[config.mk]
export PLATFORM = sky130hd
export DESIGN_NAME = minmax_stream_tracker_flat
export DESIGN_NICKNAME = d
export VERILOG_FILES = /design/src/rtl/minmax_stream_tracker_if.sv /design/src/rtl/minmax_stream_tracker.sv /design/src/flat_wrapper.sv
export SDC_FILE = /design/constraint.sdc
export NUM_CORES = 1
export LEC_CHECK = 0
export BUFFER_PORTS_ARGS = -buffer_cell sky130_fd_sc_hd__buf_2
export CORE_MARGIN = 2
export CORE_UTILIZATION = 35
export CTS_BUF_LIST = sky130_fd_sc_hd__clkbuf_4 sky130_fd_sc_hd__clkbuf_8 sky130_fd_sc_hd__clkbuf_16
export DETAILED_ROUTE_END_ITERATION = 10
export GPL_ROUTABILITY_DRIVEN = 1
export SYNTH_ARGS = -nofsm -noshare
export SYNTH_HDL_FRONTEND = slang
export SYNTH_SLANG_ARGS = --single-unit
[constraint.sdc]
create_clock -name clk -period 1.6 [get_ports clk]
set_input_delay 0.08 -clock clk [delete_from_list [all_inputs] [get_ports clk]]
set_output_delay 0.08 -clock clk [all_outputs]
set_load 0.02 [all_outputs]
[src/rtl/minmax_stream_tracker_if.sv]
// Valid/ready stream bundle for minmax_stream_tracker: sample input side and result output side.
// IDXW is derived from COUNT so the index width always matches the tracker.
interface minmax_stream_tracker_if #(
  parameter int WIDTH = 2,
  parameter int COUNT = 4
);
  localparam int IDXW = $clog2(COUNT);

  logic             in_valid;
  logic [WIDTH-1:0] in_data;
  logic             in_ready;
  logic             out_valid;
  logic [WIDTH-1:0] out_data;
  logic [IDXW-1:0]  out_index;
  logic             out_ready;

  modport master (
    output in_valid, in_data, out_ready,
    input  in_ready, out_valid, out_data, out_index
  );

  modport slave (
    input  in_valid, in_data, out_ready,
    output in_ready, out_valid, out_data, out_index
  );
endinterface

[src/rtl/minmax_stream_tracker.sv]
// Serial min/max tracker: takes COUNT samples per frame, returns the extreme value and its index.
// Optional macro MINMAX_TIE_LAST_EN makes ties report the latest position instead of the earliest.
module minmax_stream_tracker #(
  parameter int WIDTH = 2,
  parameter     TYPE  = "minsel",
  parameter int COUNT = 4
) (
  input logic                   clk,
  input logic                   rst,
  minmax_stream_tracker_if.slave bus
);
  localparam int IDXW   = $clog2(COUNT);
  localparam bit IS_MIN = (TYPE == "minsel");

  typedef enum logic [1:0] {IDLE, ACCUM, HOLD} state_t;

  state_t           state;
  logic [WIDTH-1:0] best;
  logic [IDXW-1:0]  best_idx;
  logic [IDXW-1:0]  count;
  logic             in_ready_q;
  logic             out_valid_q;
  logic [WIDTH-1:0] out_data_q;
  logic [IDXW-1:0]  out_index_q;

  logic             accept;
  logic             better;
  logic [WIDTH-1:0] nxt_best;
  logic [IDXW-1:0]  nxt_idx;

  assign accept        = bus.in_valid && in_ready_q;
  assign bus.in_ready  = in_ready_q;
  assign bus.out_valid = out_valid_q;
  assign bus.out_data  = out_data_q;
  assign bus.out_index = out_index_q;

  always_comb begin
    better = 1'b0;
`ifdef MINMAX_TIE_LAST_EN
    if (IS_MIN) better = (bus.in_data <= best);
    else        better = (bus.in_data >= best);
`else
    if (IS_MIN) better = (bus.in_data < best);
    else        better = (bus.in_data > best);
`endif
    nxt_best = better ? bus.in_data : best;
    nxt_idx  = better ? count : best_idx;
  end

  always_ff @(posedge clk) begin
    if (rst) begin
      state       <= IDLE;
      best        <= '0;
      best_idx    <= '0;
      count       <= '0;
      in_ready_q  <= 1'b1;
      out_valid_q <= 1'b0;
      out_data_q  <= '0;
      out_index_q <= '0;
    end else begin
      case (state)
        IDLE: begin
          if (accept) begin
            best     <= bus.in_data;
            best_idx <= '0;
            count    <= IDXW'(1);
            state    <= ACCUM;
          end
        end
        ACCUM: begin
          if (accept) begin
            best     <= nxt_best;
            best_idx <= nxt_idx;
            // Last sample's comparison is folded straight into the registered result.
            if (count == IDXW'(COUNT - 1)) begin
              state       <= HOLD;
              count       <= '0;
              in_ready_q  <= 1'b0;
              out_valid_q <= 1'b1;
              out_data_q  <= nxt_best;
              out_index_q <= nxt_idx;
            end else begin
              count <= count + IDXW'(1);
            end
          end
        end
        HOLD: begin
          if (bus.out_ready) begin
            state       <= IDLE;
            count       <= '0;
            out_valid_q <= 1'b0;
            in_ready_q  <= 1'b1;
          end
        end
        default: state <= IDLE;
      endcase
    end
  end
endmodule

[src/flat_wrapper.sv]
// flat-port wrapper written by rule: the top's interface ports become plain ports
module minmax_stream_tracker_flat 
#(
  parameter int WIDTH = 2,
  parameter     TYPE  = "      ",
  parameter int COUNT = 4
)
  (clk, rst, bus_in_valid, bus_in_data, bus_out_ready, bus_in_ready, bus_out_valid, bus_out_data, bus_out_index);
  minmax_stream_tracker_if #(.WIDTH(WIDTH), .COUNT(COUNT)) bus_i ();
  input logic clk;
  input logic rst;
  input wire logic [$bits(bus_i.in_valid)-1:0] bus_in_valid;
  input wire logic [$bits(bus_i.in_data)-1:0] bus_in_data;
  input wire logic [$bits(bus_i.out_ready)-1:0] bus_out_ready;
  output wire logic [$bits(bus_i.in_ready)-1:0] bus_in_ready;
  output wire logic [$bits(bus_i.out_valid)-1:0] bus_out_valid;
  output wire logic [$bits(bus_i.out_data)-1:0] bus_out_data;
  output wire logic [$bits(bus_i.out_index)-1:0] bus_out_index;
  assign bus_i.in_valid = bus_in_valid;
  assign bus_i.in_data = bus_in_data;
  assign bus_i.out_ready = bus_out_ready;
  assign bus_in_ready = bus_i.in_ready;
  assign bus_out_valid = bus_i.out_valid;
  assign bus_out_data = bus_i.out_data;
  assign bus_out_index = bus_i.out_index;
  minmax_stream_tracker #(.WIDTH(WIDTH), .TYPE(TYPE), .COUNT(COUNT)) u_core (.clk(clk), .rst(rst), .bus(bus_i));
endmodule
### Word level (Yosys, flattened, before mapping)

Index checks and enable logic that the tools add are counted.
Widths: inputs -> output; s select.

* output and inout port bits: 6
* word-level logic and storage cells: 51
* bits in registers: 14

* $lt $le $gt $ge: 1
* equal/unequal tests: 7
* muxes and demuxes: 24
* add/subtract/negate cells: 1
* reduce and logical (&&, ||, !) cells: 10

Operators by type and width (count)
* $mux 2: 12
* $pmux 2 s3: 2
* $reduce_and 4->1: 3
* $pmux 2 s2: 2
* $mux 1: 6
* $ne 2x1->1 const B: 3
* $reduce_and 3->1: 2
* $eq 2x2->1 const B: 2
* $pmux 1 s2: 2
* $reduce_bool 2->1: 2
* $reduce_bool 3->1: 1
* $add 2x1->2 const B: 1
* $eq 2x1->1 const B: 1
* $gt 2x2->1: 1
* $logic_not 2->1: 1
* $ne 2x2->1 const B: 1
* $logic_and 1x1->1: 1

### Logic depth before layout (Yosys ltp)

Gate-level depths: netlist of run 1.

* word-level depth: 4
* gate-level depth with buffers: 6
* depth with buffers taken out: 5

### Worst setup path after synthesis of run 1

OpenSTA, ideal clock, no wires.

* path type: reg-to-reg
* start: register u_core.state[0]
* end: register u_core.out_valid_q, in the netlist u_core.bus.out_valid
* required time: 1.479 ns
* clock period less this slack: 1.526 ns
* library setup time: 0.121 ns
* stages on the path, launching flop included: 6
* path buffers: 0
* arrival time: 1.405 ns
* path slack: 0.074 ns
* cells stage by stage: dfxtp_1 > inv_1 > ha_1 > and2b_1 > a211oi_2 > mux2_2

* word-level cells in the longest chain between the ends: 3
* elaborated cells on any way between the ends: 8
* those cells by class: 5 x eq/ne; 1 x mux; 2 x reduce/logical

RTL lines
* start: declaration: line minmax_stream_tracker.sv:17 `state_t state;`
* start signal: assignment: line minmax_stream_tracker.sv:52 `state <= IDLE;`
* start signal: assignment: line minmax_stream_tracker.sv:67 `state <= ACCUM;`
* start signal: assignment: line minmax_stream_tracker.sv:76 `state <= HOLD;`
* $eq 2x1->1 / $eq 2x2->1 (equally long branches): line minmax_stream_tracker.sv:61 `case (state)`
* $ne 2x1->1 (no line), or another cell as far along
* $reduce_and 4->1 (no line)
* end signal: assignment: line minmax_stream_tracker.sv:57 `out_valid_q <= 1'b0;`
* end signal: assignment: line minmax_stream_tracker.sv:79 `out_valid_q <= 1'b1;`
* end signal: assignment: line minmax_stream_tracker.sv:91 `out_valid_q <= 1'b0;`
* end: declaration: line minmax_stream_tracker.sv:22 `logic out_valid_q;`

Parallel ways exist; a longest one is shown, timed or not.
A chain may end at the register's enable or synchronous reset.

### Worst setup path in the final report of run 1

* start: register u_core.state[0]
* end: register u_core.state[1]

* word-level cells in the longest chain between the ends: 3
* elaborated cells on any way between the ends: 9
* those cells by class: 6 x eq/ne; 1 x mux; 2 x reduce/logical

RTL lines (line)
* $eq 2x1->1, or another cell as far along: minmax_stream_tracker.sv:61
* $ne 2x1->1 (no line) / $ne 2x2->1 (equally long branches)
* $reduce_and 4->1 (no line)

Parallel ways exist; a longest one is shown, timed or not.

==> impl_results.rst, run 1 <==
.. list-table::
   :header-rows: 1

   * - Metric
     - Value
   * - Worst supply voltage drop on vdd
     - 0.7430 mV
   * - Average instance area after synthesis
     - 9.150 µm²
   * - Initial DRC count
     - 8
   * - Critical path class
     - flop to flop
   * - Number of primary I/O pins
     - 12
   * - Most frequent cells in the layout
     - 13 x dfxtp_1, 12 x buf_4, 11 x buf_2
   * - Post-Syn Nets
     - 114
   * - Clock sink count
     - 14
   * - Tightest Pin Transition
     - 0.3868 ns
   * - Worst hold margin
     - 0.08630 ns
   * - Combined area of the multi-input logic cells
     - 646.9 µm²
   * - Sequential-to-total area share from yosys stat
     - 30.94%
   * - Routed wirelength normalized by instance count
     - 12.65 µm
   * - Final HPWL DP
     - 1450 µm
   * - Power density over the cells
     - 1273 nW/µm²
   * - Compound-cell area share of the yosys netlist
     - 20.03%
   * - Clock latency reported for the late side of the worst-skew pair
     - 0.28 ns
   * - Tightest Hold Check Type
     - input port to flop
   * - Final slew viol count
     - 0
   * - Root cell of the clock tree
     - clkbuf_4
   * - Number of nets at the end of the flow
     - 138
   * - Max_slew headroom
     - 74.10%
   * - CTS tree
     - built
   * - Post-route clock period utilization
     - 96.27%
   * - GRT Util Overall
     - 16.23%
   * - Synth Instances
     - 99
   * - Nature of the critical path endpoint
     - flop
   * - Via total after detailed routing
     - 802
   * - Remaining DRCs
     - 0
   * - Pleak
     - 0.4818 nW
   * - Flip-flop and latch count after synthesis
     - 14
   * - Antenna diode count
     - 0
   * - Worst-path cell with the longest stage delay
     - or4_4
   * - Yosys synthesis warning count
     - 0
   * - Result of the run
     - completed
   * - Antenna-violating nets left
     - 0
   * - Core Area
     - 2455 µm²
   * - Final setup TNS
     - 0 ns
   * - Peak clock frequency supported by timing
     - 649.2 MHz
   * - Detail-routed via count per cell
     - 5.311
   * - Layout cells sized above 1
     - 37.19%
   * - CP cell instances
     - inv_1, ha_1, and2b_2, or4_4, o31ai_2
   * - Number of filler cells placed in the layout
     - 251
   * - Area share of and/or/nand/nor cells after synthesis
     - 25.55%
   * - Final setup skew
     - 0.002762 ns
   * - First-pass GRT wire length
     - 3387 µm
   * - Hold violation count in the final report
     - 0
   * - Pin count of the biggest net entering global routing
     - 22
   * - Unrepaired setup endpoints after global routing
     - yes
   * - Reported max-cap violation count
     - 0
   * - Die span in x
     - 54.88 µm
   * - Number of placement rows
     - 18
   * - Mux contribution to synthesized area
     - 6.768%
   * - Delay of the slowest cell on the worst path
     - 0.53 ns
   * - Mapped Area
     - 905.9 µm²
   * - Arr. time, crit path
     - 1.74 ns
   * - Leading cell type in the layout, fill and taps excluded
     - dfxtp_1
   * - Final Wtd Congestion
     - 0.8394
   * - Total congestion overflow after global routing
     - 0
   * - Post-CTS Hold Buffers
     - 0
   * - Startpoint class of the critical path
     - flop
   * - Synth Area in Adders
     - 12.43%
   * - Data required time of the critical path
     - 1.80 ns
   * - Highest fanout seen on the critical path
     - 4
   * - Worst Path Buf+Inv
     - 1
   * - First-pass DRT Iterations
     - 4
   * - Final setup violating endpoints
     - 0
   * - Number of CTS-inserted buffers
     - 3
   * - Number of global-route vias before repair
     - 778
   * - Drt total wl
     - 1910 µm
   * - Clock-pin transition on the worst setup and hold timing paths
     - 0.08 ns
   * - Die footprint
     - 3011 µm²
   * - Area of all sequential standard cells
     - 281.5 µm²
   * - XOR/XNOR Fraction of Synth Area
     - 0%
   * - Synthesis-to-finish area growth
     - 27.21%
   * - Final worst path period need
     - 1.540 ns
   * - Count of buffers from port buffering
     - 11
   * - Vertical die dimension
     - 54.88 µm
   * - Number of antenna violations at the first check in global routing
     - 0
   * - Critical path's top delay family
     - simple AND/OR/NAND/NOR gates
   * - Maximum clock insertion buffer count
     - 2
   * - Effective utilization at floorplan
     - 36.90%
   * - Combinational family with the most area after synthesis
     - simple AND/OR/NAND/NOR gates
   * - Distinct cells, synth
     - 36
   * - Number of H-tree levels
     - 1
[routing by layer]
layer	part of all wire [%]	wire (µm)	track usage, %
met1	45	860	18.03
met2	47	904	27.18
met3	4.9	93	5.738
met4	2.8	53	7.917
met5	0	0	0
[worst paths after layout]
path                endpoint  cells past startpoint  slack, ns            start
max          u_core.state[1]                      5       0.06  u_core.state[0]
min           u_core.best[0]                      3       0.09   bus_in_data[0]
max reg2reg  u_core.state[1]                      5       0.06  u_core.state[0]
min reg2reg   u_core.best[1]                      2       0.46   u_core.best[1]
[state kept, by name, indices dropped and copies added (netlist names)]
signal and flops:
u_core.best 2, u_core.best_idx 2, u_core.count 2, u_core.state 2
u_core.bus.out_index 2, u_core.bus.in_ready 1, u_core.bus.out_valid 1, u_core.bus.out_data 2
[layout make-up]
type	instances	area share [%]
Sequential cell	14	24.43
Multi-Input combinational cell	76	56.13
Tap cell	30	3.257
Clock buffer	3	1.954
Inverter	5	1.629
Timing Repair Buffer	23	12.59
[cells by family (layout without fill, tap and decap cells)]
group,after synthesis,count (layout)
adder cells (fa/ha/maj),9,9
AND/OR/NAND/NOR,40,40
flip-flops,14,14
buffers and inverters,9,31
multiplexers,6,6
AO/OA/AOI/OAI,21,21
[per-stage QoR]
step	cell area (µm²)	util [%]	instances	total power [mW]	worst slack, ns
after floorplan	905.9	-	99	0.9239	0.07433
after global placement	1054	42.92	146	1.135	0.02860
after detailed placement	1054	42.92	146	1.160	-0.05405
after CTS	1101	44.85	151	1.414	0.005247
after global routing	1152	46.94	151	1.590	-0.001139
final	1152	46.94	151	1.467	0.05962
[worst register-to-register path, delay by kind of cell, from the launching register on]
| family | cells | cell delay (ns) |
|---|---|---|
| AND/OR/NAND/NOR | 2 | 0.78 |
| AO/OA/AOI/OAI | 1 | 0.07 |
| adder cells (fa/ha/maj) | 1 | 0.20 |
| flip-flops | 1 | 0.34 |
| buffers and inverters | 1 | 0.07 |
[cells in the mapped netlist]
| master | n | area [µm²] |
|---|---|---|
| o21bai_1 | 2 | 15.01 |
| a21oi_1 | 1 | 5.000 |
| and2b_1 | 1 | 7.510 |
| a211o_1 | 1 | 8.760 |
| buf_4 | 1 | 7.510 |
| nor2_1 | 8 | 30.03 |
| clkbuf_1 | 2 | 7.510 |
| buf_2 | 1 | 5.000 |
| a2111oi_4 | 1 | 27.53 |
| nor3b_1 | 1 | 7.510 |
| nand2_2 | 1 | 6.260 |
| dfxtp_1 | 14 | 280.3 |
| mux2i_1 | 5 | 50.05 |
| ha_1 | 9 | 112.6 |
| nand4b_1 | 1 | 8.760 |
| nand4_1 | 2 | 12.51 |
| a21boi_1 | 1 | 7.510 |
| o31ai_1 | 1 | 7.510 |
| nand3_1 | 6 | 30.03 |
| o21ai_0 | 3 | 15.01 |
| a211oi_1 | 2 | 15.01 |
| a221oi_1 | 1 | 8.760 |
| and3_2 | 1 | 7.510 |
| nand2_1 | 4 | 15.01 |
| mux2_2 | 1 | 11.26 |
| nor2b_1 | 4 | 25.02 |
| inv_1 | 5 | 18.77 |
| a311oi_1 | 3 | 26.28 |
| o211ai_1 | 3 | 22.52 |
| o21ba_2 | 1 | 10.01 |
| and4_2 | 1 | 10.01 |
| and4b_2 | 1 | 11.26 |
| a211oi_2 | 1 | 12.51 |
| nand2b_1 | 7 | 43.79 |
| and3b_1 | 1 | 8.760 |
| or4_1 | 1 | 7.510 |
[what timing repair did]
item	4_1_cts	5_1_grt
pin swaps	1	2
setup endpoints to repair	5	10
buffers inserted	2	0
gates resized for setup	4	10
[report_power, final]
part / leakage, nW / switching (mW) / internal, mW / total [mW]
sequential: 0.114 / 0.0440 / 0.412 / 0.456
combinational: 0.354 / 0.399 / 0.415 / 0.814
clock: 0.0138 / 0.110 / 0.0874 / 0.198
total: 0.482 / 0.553 / 0.914 / 1.47
Note: power is estimated with default switching activity, not from simulation.
==> inputs of run 2 (changes only) <==
--- a/config.mk
+++ b/config.mk
@@ -5,6 +5,7 @@
 export SDC_FILE = /design/constraint.sdc
 export NUM_CORES = 1
 export LEC_CHECK = 0
+export ABC_AREA = 1
 export BUFFER_PORTS_ARGS = -buffer_cell sky130_fd_sc_hd__buf_2
 export CORE_MARGIN = 2
 export CORE_UTILIZATION = 35
==> impl_results.rst, run 2 <==
.. list-table::
   :header-rows: 1

   * - Metric
     - Value
   * - Initial DRC count
     - 10
   * - CP cell instances
     - inv_1, ha_1, o21ai_1, nand2_1, nand2_1, nand3_1, a21oi_1
   * - Count of buffers from port buffering
     - 11
   * - Unrepaired setup endpoints after global routing
     - no
   * - Min setup slack post-route
     - 0.1693 ns
   * - Average instance area after synthesis
     - 6.718 µm²
   * - Non-filler cells in the finished layout
     - 167
   * - Final setup TNS
     - 0 ns
   * - Total congestion overflow after global routing
     - 0
   * - Vertical die dimension
     - 52.39 µm
   * - Clock sink count
     - 14
   * - Leading cell types by count after synthesis
     - 35 x nand2_1, 21 x inv_1, 14 x dfxtp_1
   * - Synthesis-to-finish area growth
     - 19.54%
   * - Worst supply voltage drop on vdd
     - 0.4912 mV
   * - Core Area
     - 2212 µm²
   * - Worst-path cell with the longest stage delay
     - dfxtp_1
   * - Count of flip-flops with a built-in enable after synthesis
     - 0
   * - Number of H-tree levels
     - 1
   * - Pin count of the biggest net entering global routing
     - 11
   * - Internal power component
     - 0.6808 mW
   * - Max_slew headroom
     - 78.24%
   * - Number of global-route vias before repair
     - 692
   * - Fraction of power consumed by combinational cells
     - 38.3%
   * - Drt total wl
     - 1664 µm
   * - Final Wtd Congestion
     - 0.7983
   * - Tightest Hold Check Type
     - input port to flop
   * - Final setup skew
     - 0.001916 ns
   * - Most frequent cells in the layout
     - 35 x nand2_1, 21 x inv_1, 14 x dfxtp_1
   * - Reported max-cap violation count
     - 0
   * - Nature of the critical path endpoint
     - flop
   * - Proportion of register bits with asynchronous set or reset after synthesis
     - 0%
   * - Tightest Pin Transition
     - 0.3242 ns
   * - Number of filler cells placed in the layout
     - 247
   * - Root cell of the clock tree
     - clkbuf_4
   * - Sequential cell fraction of total power
     - 38.4%
   * - Cell type with the largest total area after synthesis
     - dfxtp_1
   * - Layout Utilization
     - 44.29%
   * - Peak clock frequency supported by timing
     - 699.0 MHz
   * - Synth Instances
     - 122
   * - Area of all sequential standard cells
     - 280.3 µm²
   * - Most common cell type on the critical path
     - nand2_1
   * - Area share of the leading cell type in the synthesized netlist
     - 34.20%
   * - Die footprint
     - 2745 µm²
   * - Flip-flop and latch count after synthesis
     - 14
   * - Power density over the cells
     - 1125 nW/µm²
   * - Highest fanout seen on the critical path
     - 4
   * - Fraction of power spent switching nets
     - 38.23%
   * - Final slew viol count
     - 0
   * - DP Worst Slack
     - 0.06109 ns
   * - Maximum clock insertion buffer count
     - 2
   * - GRT Util Overall
     - 13.54%
   * - Final setup violating endpoints
     - 0
   * - CTS tree
     - built
   * - Top cells by area, synth
     - dfxtp_1 34%, nand2_1 16%, ha_1 14%
   * - Overall Power
     - 1.102 mW
   * - Delay of the slowest cell on the worst path
     - 0.33 ns
   * - Number of primary I/O pins
     - 12
   * - Distinct cells, synth
     - 14
   * - First-pass DRT Iterations
     - 4
   * - Clock-pin transition on the worst setup and hold timing paths
     - 0.09 ns
   * - Post-Syn Nets
     - 137
   * - Final HPWL DP
     - 1249 µm
   * - Most instantiated flip-flop cell in the synthesis netlist
     - dfxtp_1
   * - Layout cells sized above 1
     - 15.11%
   * - Yosys synthesis warning count
     - 0
   * - Clock group share of total power
     - 23.3%
   * - Number of nets at the end of the flow
     - 155
   * - Remaining DRCs
     - 0
   * - Sequential-to-total area share from yosys stat
     - 34.20%
   * - Result of the run
     - completed
   * - Pleak
     - 0.5036 nW
   * - Arr. time, crit path
     - 1.64 ns
   * - Via total after detailed routing
     - 762
   * - Clock latency reported for the late side of the worst-skew pair
     - 0.28 ns
   * - Hold violation count in the final report
     - 0
   * - Data required time of the critical path
     - 1.81 ns
   * - Number of CTS-inserted buffers
     - 3
   * - Mapped Area
     - 819.5 µm²
   * - Placed cells
     - 162
   * - Post-CTS Hold Buffers
     - 0
   * - Post-route clock period utilization
     - 89.42%
   * - Effective utilization at floorplan
     - 37.05%
   * - First-pass GRT wire length
     - 2773 µm
   * - Antenna-violating nets left
     - 0
   * - Final worst path period need
     - 1.431 ns
   * - Number of placement rows
     - 17
   * - Leading cell type in the layout, fill and taps excluded
     - nand2_1
   * - Antenna diode count
     - 0
   * - Number of antenna violations at the first check in global routing
     - 0
   * - Die span in x
     - 52.39 µm
   * - Startpoint class of the critical path
     - flop
   * - Routed wirelength normalized by instance count
     - 9.964 µm
   * - Net switching component of the power
     - 0.4214 mW
   * - Detail-routed via count per cell
     - 4.563
   * - Critical path's top delay family
     - compound AO/OA/AOI/OAI gates
   * - Combined area of the multi-input logic cells
     - 455.4 µm²
   * - Most numerous cell in the Yosys netlist
     - nand2_1
   * - Critical path class
     - flop to flop
   * - Worst Path Buf+Inv
     - 1
## run 2: layout make-up
| cell class | count | area share, % |
|---|---|---|
| tap | 28 | 3.576 |
| sequential | 14 | 28.61 |
| timing repair buffer | 14 | 9.195 |
| clock buffer | 4 | 3.704 |
| multi-input combinational | 85 | 46.49 |
| inverter | 22 | 8.429 |
## run 2: worst paths after layout
path                               to  cells after the start  slack [ns]               start
setup / recovery   u_core.best_idx[1]                      7        0.17      u_core.best[1]
setup reg to reg   u_core.best_idx[1]                      7        0.17      u_core.best[1]
hold / removal    u_core.bus.in_ready                      3        0.09       bus_out_ready
hold reg to reg    u_core.best_idx[0]                      2        0.47  u_core.best_idx[0]
## run 2: worst min-delay path: cells and delay by family
family | cells | cell delay (ns)
buf+inv | 1 | 0.09
simple gates | 2 | 0.17
## run 2: logic make-up (layout without fill, tap and decap cells)
kind of cell / count (synthesis) / count (layout) / share of synthesized area [%]
buffers and inverters: 23 / 40 / 10.53
adders and majority gates: 9 / 9 / 13.74
AOI/OAI and AO/OA: 18 / 18 / 11.30
DFF: 14 / 14 / 34.20
and+or+nand+nor: 58 / 58 / 30.23
## run 2: repair_timing
item / CTS / global route
setup buffers: 0 / 1
endpoints found under the setup margin: 0 / 10
gates resized for setup: 0 / 2
## run 2: metrics by stage
step / hold WS, ns / area, µm²
2_1_floorplan: 0.2574 / 819.5
3_3_place_gp: 0.3732 / 920.9
3_5_place_dp: 0.3770 / 920.9
4_1_cts: 0.07517 / 957.2
5_1_grt: 0.08895 / 979.7
6_report: 0.09293 / 979.7
## run 2: power by group through the flow
stage          Clock [mW]  Combinational [mW]  Sequential (mW)
6_report            0.257               0.423            0.423
5_1_grt             0.286               0.489            0.431
4_1_cts             0.270               0.420            0.422
3_5_place_dp            0               0.416            0.429
3_3_place_gp            0               0.417            0.427
2_1_floorplan           0               0.294            0.440
## run 2: layer usage
layer / up-vias / GRT usage [%] / wire length (µm)
li1: 419 / - / -
met3: 2 / 2.571 / 55
met5: - / 0 / 0
met4: 0 / 6.410 / 10
met2: 13 / 21.88 / 722
met1: 328 / 17.16 / 876
